File: config.mk
export PLATFORM = sky130hd
export DESIGN_NAME = rv_decode_stage
export DESIGN_NICKNAME = d
export VERILOG_FILES = /design/src/rtl/rv_decode_pkg.sv /design/src/rtl/rv_decode_stage_decoder.sv /design/src/rtl/rv_decode_stage.sv
export SDC_FILE = /design/constraint.sdc
export NUM_CORES = 1
export LEC_CHECK = 0
export BUFFER_PORTS_ARGS = -buffer_cell sky130_fd_sc_hd__buf_2
export CORE_UTILIZATION = 51
export CTS_CLUSTER_SIZE = 40
export DETAILED_ROUTE_END_ITERATION = 10
export PLACE_DENSITY_LB_ADDON = 0.15
export SLEW_MARGIN = 10
export SYNTH_ARGS = -nofsm -noshare
export SYNTH_HDL_FRONTEND = slang
export SYNTH_SLANG_ARGS = --single-unit
File: constraint.sdc
create_clock -name clk -period 2.7 [get_ports clk]
set_input_delay 0.27 -clock clk [delete_from_list [all_inputs] [get_ports clk]]
set_output_delay 0.27 -clock clk [all_outputs]
set_load 0.005 [all_outputs]
File: src/rtl/rv_decode_pkg.sv
// Shared types for the RV32I/RV64I decode stage: ALU/CSR/memory-length codes,
// the packed control bundle and the base opcode map.
package rv_decode_pkg;

  typedef enum logic [4:0] {
    ALU_ADD    = 5'd0,
    ALU_SUB    = 5'd1,
    ALU_XOR    = 5'd2,
    ALU_OR     = 5'd3,
    ALU_AND    = 5'd4,
    ALU_SLTU   = 5'd5,
    ALU_SLT    = 5'd6,
    ALU_SLL    = 5'd7,
    ALU_SRL    = 5'd8,
    ALU_SRA    = 5'd9,
    ALU_BEQ    = 5'd10,
    ALU_BNE    = 5'd11,
    ALU_BGEU   = 5'd12,
    ALU_BGE    = 5'd13,
    ALU_LINK   = 5'd14,
    ALU_LUI    = 5'd15,
    ALU_MUL    = 5'd16,
    ALU_MULH   = 5'd17,
    ALU_MULHSU = 5'd18,
    ALU_MULHU  = 5'd19,
    ALU_DIV    = 5'd20,
    ALU_DIVU   = 5'd21,
    ALU_REM    = 5'd22,
    ALU_REMU   = 5'd23
  } alu_func_e;

  typedef enum logic [1:0] {
    CSR_RW = 2'd0,
    CSR_RS = 2'd1,
    CSR_RC = 2'd2
  } csr_func_e;

  typedef enum logic [1:0] {
    MEM_B = 2'd0,
    MEM_H = 2'd1,
    MEM_W = 2'd2,
    MEM_D = 2'd3
  } mem_len_e;

  // Bit order matches out_ctrl: imm is bit 11, muldiv is bit 0.
  typedef struct packed {
    logic imm;
    logic load;
    logic branch;
    logic jump;
    logic w_csr;
    logic wmem;
    logic wb;
    logic mem_sign;
    logic branch_addr;
    logic src1;
    logic op32;
    logic muldiv;
  } ctrl_t;

  localparam logic [6:0] OP_LOAD   = 7'h03;
  localparam logic [6:0] OP_STORE  = 7'h23;
  localparam logic [6:0] OP_BRANCH = 7'h63;
  localparam logic [6:0] OP_IMM    = 7'h13;
  localparam logic [6:0] OP_IMM32  = 7'h1B;
  localparam logic [6:0] OP        = 7'h33;
  localparam logic [6:0] OP32      = 7'h3B;
  localparam logic [6:0] LUI       = 7'h37;
  localparam logic [6:0] AUIPC     = 7'h17;
  localparam logic [6:0] JAL       = 7'h6F;
  localparam logic [6:0] JALR      = 7'h67;
  localparam logic [6:0] SYSTEM    = 7'h73;

  localparam logic [31:0] INST_ECALL  = 32'h0000_0073;
  localparam logic [31:0] INST_EBREAK = 32'h0010_0073;
  localparam logic [31:0] INST_MRET   = 32'h3020_0073;

endpackage

File: src/rtl/rv_decode_stage_decoder.sv
// Purely combinational instruction decoder: one 32-bit word in, control bundle,
// ALU/CSR/memory-length codes and trap flags out. Illegal words yield an all-zero bundle.
module rv_decoder
  import rv_decode_pkg::*;
#(
  parameter int XLEN     = 32,
  parameter bit ENABLE_M = 1'b0
) (
  input  logic [31:0] inst,
  output ctrl_t       ctrl,
  output alu_func_e   alu_func,
  output csr_func_e   csr_func,
  output mem_len_e    mem_len,
  output logic [3:0]  trap
);

  localparam bit IS64 = (XLEN == 64);

  logic [6:0] opcode;
  logic [2:0] funct3;
  logic [6:0] funct7;

  assign opcode = inst[6:0];
  assign funct3 = inst[14:12];
  assign funct7 = inst[31:25];

  ctrl_t     c_s;
  alu_func_e alu_s;
  csr_func_e csr_s;
  mem_len_e  len_s;
  logic      illegal_s;
  logic      ecall_s;
  logic      ebreak_s;
  logic      mret_s;

  function automatic alu_func_e int_alu(input logic [2:0] f3, input logic alt);
    case (f3)
      3'b000:  int_alu = alt ? ALU_SUB : ALU_ADD;
      3'b001:  int_alu = ALU_SLL;
      3'b010:  int_alu = ALU_SLT;
      3'b011:  int_alu = ALU_SLTU;
      3'b100:  int_alu = ALU_XOR;
      3'b101:  int_alu = alt ? ALU_SRA : ALU_SRL;
      3'b110:  int_alu = ALU_OR;
      default: int_alu = ALU_AND;
    endcase
  endfunction

  function automatic alu_func_e branch_alu(input logic [2:0] f3);
    case (f3)
      3'b001:  branch_alu = ALU_BNE;
      3'b100:  branch_alu = ALU_SLT;
      3'b101:  branch_alu = ALU_BGE;
      3'b110:  branch_alu = ALU_SLTU;
      3'b111:  branch_alu = ALU_BGEU;
      default: branch_alu = ALU_BEQ;
    endcase
  endfunction

  // funct7[0] is shamt[5]; only a 64-bit datapath may use it.
  function automatic logic shamt_ok(input logic [6:0] f7, input logic allow_sra);
    shamt_ok = ((f7[6:1] == 6'b000000) || (allow_sra && (f7[6:1] == 6'b010000)))
               && (!f7[0] || IS64);
  endfunction

  // Raw field decode by opcode, legality evaluated alongside.
  always_comb begin
    c_s       = '0;
    alu_s     = ALU_ADD;
    csr_s     = CSR_RW;
    len_s     = MEM_B;
    illegal_s = 1'b0;
    ecall_s   = 1'b0;
    ebreak_s  = 1'b0;
    mret_s    = 1'b0;
    case (opcode)
      LUI: begin
        c_s.imm = 1'b1; c_s.wb = 1'b1; alu_s = ALU_LUI;
      end
      AUIPC: begin
        c_s.imm = 1'b1; c_s.wb = 1'b1; c_s.src1 = 1'b1;
      end
      JAL: begin
        c_s.imm = 1'b1; c_s.jump = 1'b1; c_s.wb = 1'b1;
        c_s.branch_addr = 1'b1; c_s.src1 = 1'b1; alu_s = ALU_LINK;
      end
      JALR: begin
        c_s.imm = 1'b1; c_s.jump = 1'b1; c_s.wb = 1'b1; c_s.src1 = 1'b1;
        alu_s = ALU_LINK;
        illegal_s = (funct3 != 3'b000);
      end
      OP_BRANCH: begin
        c_s.branch = 1'b1; c_s.branch_addr = 1'b1;
        alu_s = branch_alu(funct3);
        illegal_s = (funct3[2:1] == 2'b01);
      end
      OP_LOAD: begin
        c_s.imm = 1'b1; c_s.load = 1'b1; c_s.wb = 1'b1;
        c_s.mem_sign = !funct3[2];
        len_s = mem_len_e'(funct3[1:0]);
        case (funct3)
          3'b011, 3'b110: illegal_s = !IS64;
          3'b111:         illegal_s = 1'b1;
          default:        illegal_s = 1'b0;
        endcase
      end
      OP_STORE: begin
        c_s.imm = 1'b1; c_s.wmem = 1'b1;
        len_s = mem_len_e'(funct3[1:0]);
        illegal_s = !((funct3 <= 3'b010) || (IS64 && (funct3 == 3'b011)));
      end
      OP_IMM: begin
        c_s.imm = 1'b1; c_s.wb = 1'b1;
        alu_s = int_alu(funct3, (funct3 == 3'b101) && inst[30]);
        case (funct3)
          3'b001:  illegal_s = !shamt_ok(funct7, 1'b0);
          3'b101:  illegal_s = !shamt_ok(funct7, 1'b1);
          default: illegal_s = 1'b0;
        endcase
      end
      OP_IMM32: begin
        c_s.imm = 1'b1; c_s.wb = 1'b1; c_s.op32 = 1'b1;
        alu_s = int_alu(funct3, (funct3 == 3'b101) && inst[30]);
        illegal_s = !(IS64 && ((funct3 == 3'b000)
                    || ((funct3 == 3'b001) && (funct7 == 7'b0000000))
                    || ((funct3 == 3'b101) && ((funct7 == 7'b0000000) || (funct7 == 7'b0100000)))));
      end
      OP: begin
        c_s.wb = 1'b1;
        if (funct7 == 7'b0000001) begin
          c_s.muldiv = 1'b1;
          alu_s      = alu_func_e'({2'b10, funct3});
          illegal_s  = !ENABLE_M;
        end else begin
          alu_s     = int_alu(funct3, funct7[5]);
          illegal_s = !((funct7 == 7'b0000000)
                      || ((funct7 == 7'b0100000) && ((funct3 == 3'b000) || (funct3 == 3'b101))));
        end
      end
      OP32: begin
        c_s.wb = 1'b1; c_s.op32 = 1'b1;
        if (funct7 == 7'b0000001) begin
          c_s.muldiv = 1'b1;
          alu_s      = alu_func_e'({2'b10, funct3});
          illegal_s  = !(IS64 && ENABLE_M && (funct3 != 3'b001)
                       && (funct3 != 3'b010) && (funct3 != 3'b011));
        end else begin
          alu_s     = int_alu(funct3, funct7[5]);
          illegal_s = !(IS64 && (((funct7 == 7'b0000000)
                      && ((funct3 == 3'b000) || (funct3 == 3'b001) || (funct3 == 3'b101)))
                      || ((funct7 == 7'b0100000) && ((funct3 == 3'b000) || (funct3 == 3'b101)))));
        end
      end
      SYSTEM: begin
        if (funct3 == 3'b000) begin
          ecall_s   = (inst == INST_ECALL);
          ebreak_s  = (inst == INST_EBREAK);
          mret_s    = (inst == INST_MRET);
          illegal_s = !(ecall_s || ebreak_s || mret_s);
        end else if (funct3 == 3'b100) begin
          illegal_s = 1'b1;
        end else begin
          c_s.w_csr = 1'b1; c_s.wb = 1'b1; c_s.imm = funct3[2];
          case (funct3[1:0])
            2'b10:   csr_s = CSR_RS;
            2'b11:   csr_s = CSR_RC;
            default: csr_s = CSR_RW;
          endcase
        end
      end
      default: illegal_s = 1'b1;
    endcase
  end

  // An illegal word carries no side effects downstream, only the trap flag.
  always_comb begin
    if (illegal_s) begin
      ctrl     = '0;
      alu_func = ALU_ADD;
      csr_func = CSR_RW;
      mem_len  = MEM_B;
      trap     = 4'b1000;
    end else begin
      ctrl     = c_s;
      alu_func = alu_s;
      csr_func = csr_s;
      mem_len  = len_s;
      trap     = {1'b0, ecall_s, ebreak_s, mret_s};
    end
  end

endmodule

File: src/rtl/rv_decode_stage.sv
// Registered decode stage between fetch and execute: valid/ready handshake,
// flush, and a single pipeline register holding pc plus the decoded bundle.
module rv_decode_stage
  import rv_decode_pkg::*;
#(
  parameter int XLEN     = 32,
  parameter bit ENABLE_M = 1'b0,
  parameter int PC_W     = XLEN
) (
  input  logic            clk,
  input  logic            rst_n,
  input  logic            flush,
  input  logic            in_valid,
  output logic            in_ready,
  input  logic [31:0]     in_inst,
  input  logic [PC_W-1:0] in_pc,
  output logic            out_valid,
  input  logic            out_ready,
  output logic [PC_W-1:0] out_pc,
  output logic [4:0]      out_alu_func,
  output logic [1:0]      out_csr_func,
  output logic [1:0]      out_mem_len,
  output logic [11:0]     out_ctrl,
  output logic [3:0]      out_trap
);

  ctrl_t      dec_ctrl;
  alu_func_e  dec_alu;
  csr_func_e  dec_csr;
  mem_len_e   dec_len;
  logic [3:0] dec_trap;
  logic       accept;

  rv_decoder #(
    .XLEN     (XLEN),
    .ENABLE_M (ENABLE_M)
  ) u_decoder (
    .inst     (in_inst),
    .ctrl     (dec_ctrl),
    .alu_func (dec_alu),
    .csr_func (dec_csr),
    .mem_len  (dec_len),
    .trap     (dec_trap)
  );

  // Ready while empty or while the held entry drains this cycle, so steady flow has no bubble.
  assign in_ready = !out_valid || out_ready;
  assign accept   = in_valid && in_ready && !flush;

  // Entry-valid flag: flush wins, a new accept replaces, a lone drain empties.
  always_ff @(posedge clk or negedge rst_n) begin
    if (!rst_n) begin
      out_valid <= 1'b0;
    end else if (flush) begin
      out_valid <= 1'b0;
    end else if (accept) begin
      out_valid <= 1'b1;
    end else if (out_ready) begin
      out_valid <= 1'b0;
    end
  end

  // Payload register: changes only when a new entry is loaded.
  always_ff @(posedge clk or negedge rst_n) begin
    if (!rst_n) begin
      out_pc       <= '0;
      out_alu_func <= 5'd0;
      out_csr_func <= 2'd0;
      out_mem_len  <= 2'd0;
      out_ctrl     <= 12'd0;
      out_trap     <= 4'd0;
    end else if (accept) begin
      out_pc       <= in_pc;
      out_alu_func <= dec_alu;
      out_csr_func <= dec_csr;
      out_mem_len  <= dec_len;
      out_ctrl     <= dec_ctrl;
      out_trap     <= dec_trap;
    end
  end

endmodule
Word-level counts from Yosys, hierarchy flattened

Index checks and enable logic that the tools add are counted.

Flip-flop bits (word level): 58
Input bits: 69
Output and inout port bits: 59
Logic and storage cells: 124

Order comparisons: 1
Eq/ne operators: 28
Muxes and demuxes: 51
Reductions and logical operators: 37

Operators with widths:

| operator                                                          | count |
|---|---|
| 5-bit one-hot mux with 7 select lines                             | 2 |
| 7-bit by 6-bit == test with 1-bit output, second input constant   | 5 |
| 32-bit by 21-bit == test with 1-bit output, second input constant | 1 |
| 32-bit by 30-bit == test with 1-bit output, second input constant | 1 |
| 32-bit by 7-bit == test with 1-bit output, second input constant  | 1 |
| 1-bit two-way mux                                                 | 32 |
| 7-bit == test, second input constant                              | 4 |
| 5-bit one-hot mux with 5 select lines                             | 1 |
| 7-bit by 5-bit == test with 1-bit output, second input constant   | 3 |
| 4-bit one-hot mux with 5 select lines                             | 1 |
| 3-bit == test, second input constant                              | 4 |
| 12-bit two-way mux                                                | 1 |
| 2-bit two-way mux                                                 | 6 |
| 2-bit OR reduction                                                | 6 |
| 5-bit two-way mux                                                 | 2 |
| 1-bit logical NOT                                                 | 9 |
| 3-bit OR reduction                                                | 3 |
| 9-bit OR reduction                                                | 1 |
| 1-bit one-hot mux with 8 select lines                             | 1 |
| 8-bit OR reduction                                                | 1 |
| 7-bit by 1-bit == test with 1-bit output, second input constant   | 1 |
| 7-bit by 2-bit == test with 1-bit output, second input constant   | 1 |
| 7-bit logical NOT                                                 | 1 |
| 3-bit by 2-bit == test with 1-bit output, second input constant   | 2 |
| other kinds (13)                                                  | 27 |

Logic depth before layout (Yosys ltp)

Word-level depth: 8
Mapped depth: 7
Mapped depth without buffers: 6

Cells and area by module

From an unflattened synthesis, not the netlist that was laid out.

Cell total of the unflattened synthesis: 253
Area, all modules: 3014.1 µm²

Modules (own cells, without submodules):

| module          | times used | cells an instance | area each (µm²) | sequential area each (µm²) |
|---|---|---|---|---|
| rv_decode_stage | 1          | 126               | 2197.1          | 1451.4 |
| rv_decoder      | 1          | 127               | 817.0           | 0.0 |

Least setup slack after synthesis

OpenSTA, ideal clock, no wires.

Path type: input port to flip-flop
Start: input port in_inst[4]
End: register out_mem_len[1]
Library setup time: 0.122 ns
Arrival time: 1.636 ns
Data required time: 2.578 ns
Slack: 0.943 ns
Stages on the path: 7
Buffers on the path: 2
Cell sequence: buf_2 > nand2b_2 > or2_0 > a311o_1 > and3_4 > buf_6 > a32o_1

Cells in the longest elaborated chain, start to end: 7
Elaborated cells between the ends (all ways): 22
Those cells by class: eq/ne (13); mux (4); reduce/logical (5)

Ends and longest elaborated chain:

| element                                                                                                        | RTL line                                                       | text |
|---|---|---|
| from (decl)                                                                                                    | rv_decode_stage.sv:15                                          | `input logic [31:0] in_inst,` |
| 32-bit by 7-bit == test with 1-bit output / 32-bit by 21-bit == test with 1-bit output (equally long branches) | rv_decode_stage_decoder.sv:156, rv_decode_stage_decoder.sv:157 |  |
| 1-bit logical OR (2 in series)                                                                                 | rv_decode_stage_decoder.sv:159                                 | `illegal_s = !(ecall_s \|\| ebreak_s \|\| mret_s);` |
| 1-bit logical NOT                                                                                              | rv_decode_stage_decoder.sv:159                                 |  |
| 1-bit two-way mux                                                                                              | rv_decode_stage_decoder.sv:155                                 | `if (funct3 == 3'b000) begin` |
| 1-bit one-hot mux with 8 select lines                                                                          | rv_decode_stage_decoder.sv:76                                  | `case (opcode)` |
| 2-bit two-way mux (*)                                                                                          | rv_decode_stage_decoder.sv:177                                 | `if (illegal_s) begin` |
| to (signal assigned)                                                                                           | rv_decode_stage.sv:76                                          | `out_mem_len <= dec_len;` |
| to (decl)                                                                                                      | rv_decode_stage.sv:22                                          | `output logic [1:0] out_mem_len,` |

Every way passes the cells marked *; elsewhere a longest branch is shown, timed or not.
A chain may end at the register's enable or synchronous reset.

Worst setup path in the final report

Start: register out_valid
End: register out_csr_func[0]

Cells in the longest elaborated chain, start to end: 4

Ends and longest elaborated chain:

| element                         | RTL line              | text |
|---|---|---|
| from (decl)                     | rv_decode_stage.sv:17 | `output logic out_valid,` |
| from (signal assigned)          | rv_decode_stage.sv:53 | `out_valid <= 1'b0;` |
| from (signal assigned)          | rv_decode_stage.sv:55 | `out_valid <= 1'b0;` |
| from (signal assigned)          | rv_decode_stage.sv:57 | `out_valid <= 1'b1;` |
| 1-bit logical NOT               | rv_decode_stage.sv:47 | `assign in_ready = !out_valid \|\| out_ready;` |
| 1-bit logical OR                | rv_decode_stage.sv:47 |  |
| 1-bit logical AND (2 in series) | rv_decode_stage.sv:48 | `assign accept = in_valid && in_ready && !flush;` |
| to (signal assigned)            | rv_decode_stage.sv:75 | `out_csr_func <= dec_csr;` |
| to (decl)                       | rv_decode_stage.sv:21 | `output logic [1:0] out_csr_func,` |

No other way between the ends.

==> results.sh <==
export IMPL_synthFlopType="dfrtp_1"
export IMPL_fin_crit_sh=0.677
export IMPL_gp_congestion=0.950
export IMPL_syn_inst=318
export IMPL_drv_cap=0
export IMPL_numCtsBuffers=9
export IMPL_area_growth_pct=30.6
export IMPL_r2r_slack_ns=0.87
export IMPL_yosysTopAreaCellShare=0.509
export IMPL_finalNetCount=511
export IMPL_firstDrtPassIters=5
export IMPL_ys_ff_latch=58
export IMPL_hold_class="input pin to register"
export IMPL_post_place_cells=500
export IMPL_vias=2794
export IMPL_synthesis_nets=387
export IMPL_cp_start_kind="register"
export IMPL_pin_count=128
export IMPL_htree_levels=3
export IMPL_fp_dieArea_um2=5890
export IMPL_synth_area_leaders="dfrtp_1 (51%), nand2_1 (15%), a32o_1 (3.9%), o21ai_0 (2.5%), nand2b_1 (2.0%)"
export IMPL_drtIter0Drc=164
export IMPL_path_clk_slew_ns=0.06
export IMPL_final_cells=515
export IMPL_layout_setup_ws_ns=0.873
export IMPL_core_um2=5240
export IMPL_avgSynthCellArea_um2=8.96
export IMPL_cpMaxStageDelayCell="nor4_1"
export IMPL_worst_ep_required_time_ns=2.93
export IMPL_rsz0062_at_grt="false"
export IMPL_hold_start="in_pc[13]"
export IMPL_final_cell_mix="buf_2 (127), nand2_1 (116), dfrtp_1 (58)"
export IMPL_globalRouteOverflowTotal=0
export IMPL_min_period_ns=1.83
export IMPL_synthArstFlopShare=1.00
export IMPL_cts_buffer_depth=2
export IMPL_status="complete, no violations"
export IMPL_ant_nets=0
export IMPL_drc=0
export IMPL_cp_cell_sequence="nor2b_1 > inv_1 > nand3b_1 > nor4_1 > nand3_1 > o31ai_1"
export IMPL_numClockSinks=58
export IMPL_cp_arrival_ns=2.05
export IMPL_dieWidth_um=76.8
export IMPL_grt_start_max_net_pins=59
export IMPL_power_density_nw_per_um2=578
export IMPL_final_common_cell="buf_2"
export IMPL_rr_startpoint="out_valid"
export IMPL_yosys_warnings=0
export IMPL_finalClockSkew_ns=0.00538
export IMPL_io_buffers=127
export IMPL_pre_cts_slack_ns=0.791
export IMPL_dp_hpwl_mm=5.20
export IMPL_end_kind="register"
export IMPL_critPathMaxStageDelay_ns=0.40
export IMPL_antenna_found_initial=0
export IMPL_ys_seq_area_frac=0.509
export IMPL_cts_repair_resized=0
export IMPL_timing_rr_end="out_csr_func[0]"
export IMPL_wl_per_cell_um=14.4
export IMPL_grt_pass1_vias=2588
export IMPL_r2r_cells=6
export IMPL_max_slew_margin=0.555
export IMPL_netlist_area_um2=2850
export IMPL_grt_pass1_wl_mm=12.3
export IMPL_insertedDiodeCount=0
export IMPL_post_cts_buffers=0
export IMPL_hold_end="out_pc[13]"
export IMPL_setup_violations=0
export IMPL_hold_viol_final=0
export IMPL_max_clock_freq_mhz=547
export IMPL_cts_tree="done"
export IMPL_cts_root_buf="clkbuf_8"
export IMPL_wirelength_mm=7.40
export IMPL_final_cell_area_um2=3720
export IMPL_setup_tns_ns=0
export IMPL_tightest_slew_ns=0.663
export IMPL_slew_violations=0
export IMPL_viasPerCell=5.43
export IMPL_criticalPathCategory="register to register"
export IMPL_track_usage=0.265
export IMPL_insertion_delay_ns=0.32
export IMPL_placed_cell_area_um2=3510
export IMPL_ir_drop_v=0.000323
export IMPL_leakage_uw=0.00199
export IMPL_initial_utilization=0.544
export IMPL_yosysTopAreaCell="dfrtp_1"
export IMPL_drive_gt1_frac=0.342
export IMPL_synth_edf_count=0
export IMPL_critical_path_peak_fanout=5
export IMPL_min_path_cells=3
export IMPL_num_rows=26
export IMPL_die_y_um=76.8
export IMPL_ys_types=50
-- registers in the layout, indices dropped and copies added (netlist names) --
signal        flops
out_valid         1
out_alu_func      5
out_mem_len       2
out_ctrl         12
out_csr_func      2
out_pc           32
out_trap          4
-- stage by stage --
| stage | hold WS (ns) | utilization | power, µW |
|---|---|---|---|
| after floorplan | -0.0256 | - | 1140 |
| after global placement | 0.319 | 0.670 | 1310 |
| after detailed placement | 0.320 | 0.670 | 1320 |
| after CTS | 0.114 | 0.711 | 2170 |
| after global routing | 0.111 | 0.711 | 2270 |
| final | 0.126 | 0.711 | 2150 |
-- synthesized netlist by cell type, types with 2 or more instances --
master     number
nand3_1         7
o211ai_1        2
a22o_1          3
or4_1           2
a31oi_1         3
o31ai_1         3
o21ai_1         2
and2_1          3
a32o_1         11
o21ai_0        14
inv_1           6
buf_4           2
nor4_1          7
nand2_1       116
clkbuf_1       10
buf_2           3
a2bb2oi_1       3
nand3b_4        2
dfrtp_1        58
nor3_1          6
a32oi_1         2
nor3b_1         2
buf_6           2
nand2b_1        9
nor2_1         13
a21oi_1         3
-- power by group --
part           total (µW)  leakage [µW]  switching [µW]  internal [µW]
clock network         852      0.000105             318            533
registers             975      0.000753            33.2            941
logic                 327       0.00113             184            143
total                2150       0.00199             536           1620
-- logic make-up (layout without fill, tap and decap cells) --
family / Yosys count / in the layout / synth area share
fa+ha+maj: 1 / 1 / 0.00351
buf+inv: 24 / 151 / 0.0408
simple gates: 180 / 180 / 0.302
flops: 58 / 58 / 0.509
compound gates: 54 / 54 / 0.142
xor+xnor: 1 / 1 / 0.00307
-- per-layer routing --
layer  global-route usage  part of all wire
met5                    0                 0
met4                0.106             0.016
met3               0.0821             0.086
met2                0.403              0.46
met1                0.353              0.43
-- what timing repair did --
action | in CTS | in global routing
hold buffers | 1 | 0
hold endpoints to repair | 29 | 0
endpoints found under the setup margin | 0 | 0
-- worst max-delay path by stage --
stage,start,endpoint,slack (ns)
after global placement,in_inst[6],out_ctrl[6],0.84
after CTS,out_valid,out_trap[0],0.90
final,out_valid,out_csr_func[0],0.87
after detailed placement,in_inst[6],out_mem_len[0],0.79
after global routing,out_valid,out_csr_func[0],0.67
after floorplan,in_inst[4],out_mem_len[1],0.94
-- final cells by class --
type / count / area (µm²)
well taps: 70 / 87.6
repair buffers: 131 / 668
fillers: 449 / 1510
inverters: 6 / 22.5
flip-flops and latches: 58 / 1450
clock buffers: 11 / 141
clock inverters: 3 / 65.1
multi-input cells: 236 / 1290
-- worst max-delay path: cells and delay by family (launching register included) --
family | cells | cell delay [ns]
compound gates | 1 | 0.28
flops | 1 | 0.38
buf+inv | 1 | 0.09
simple gates | 4 | 0.98
(Power assumes the default switching activity.)
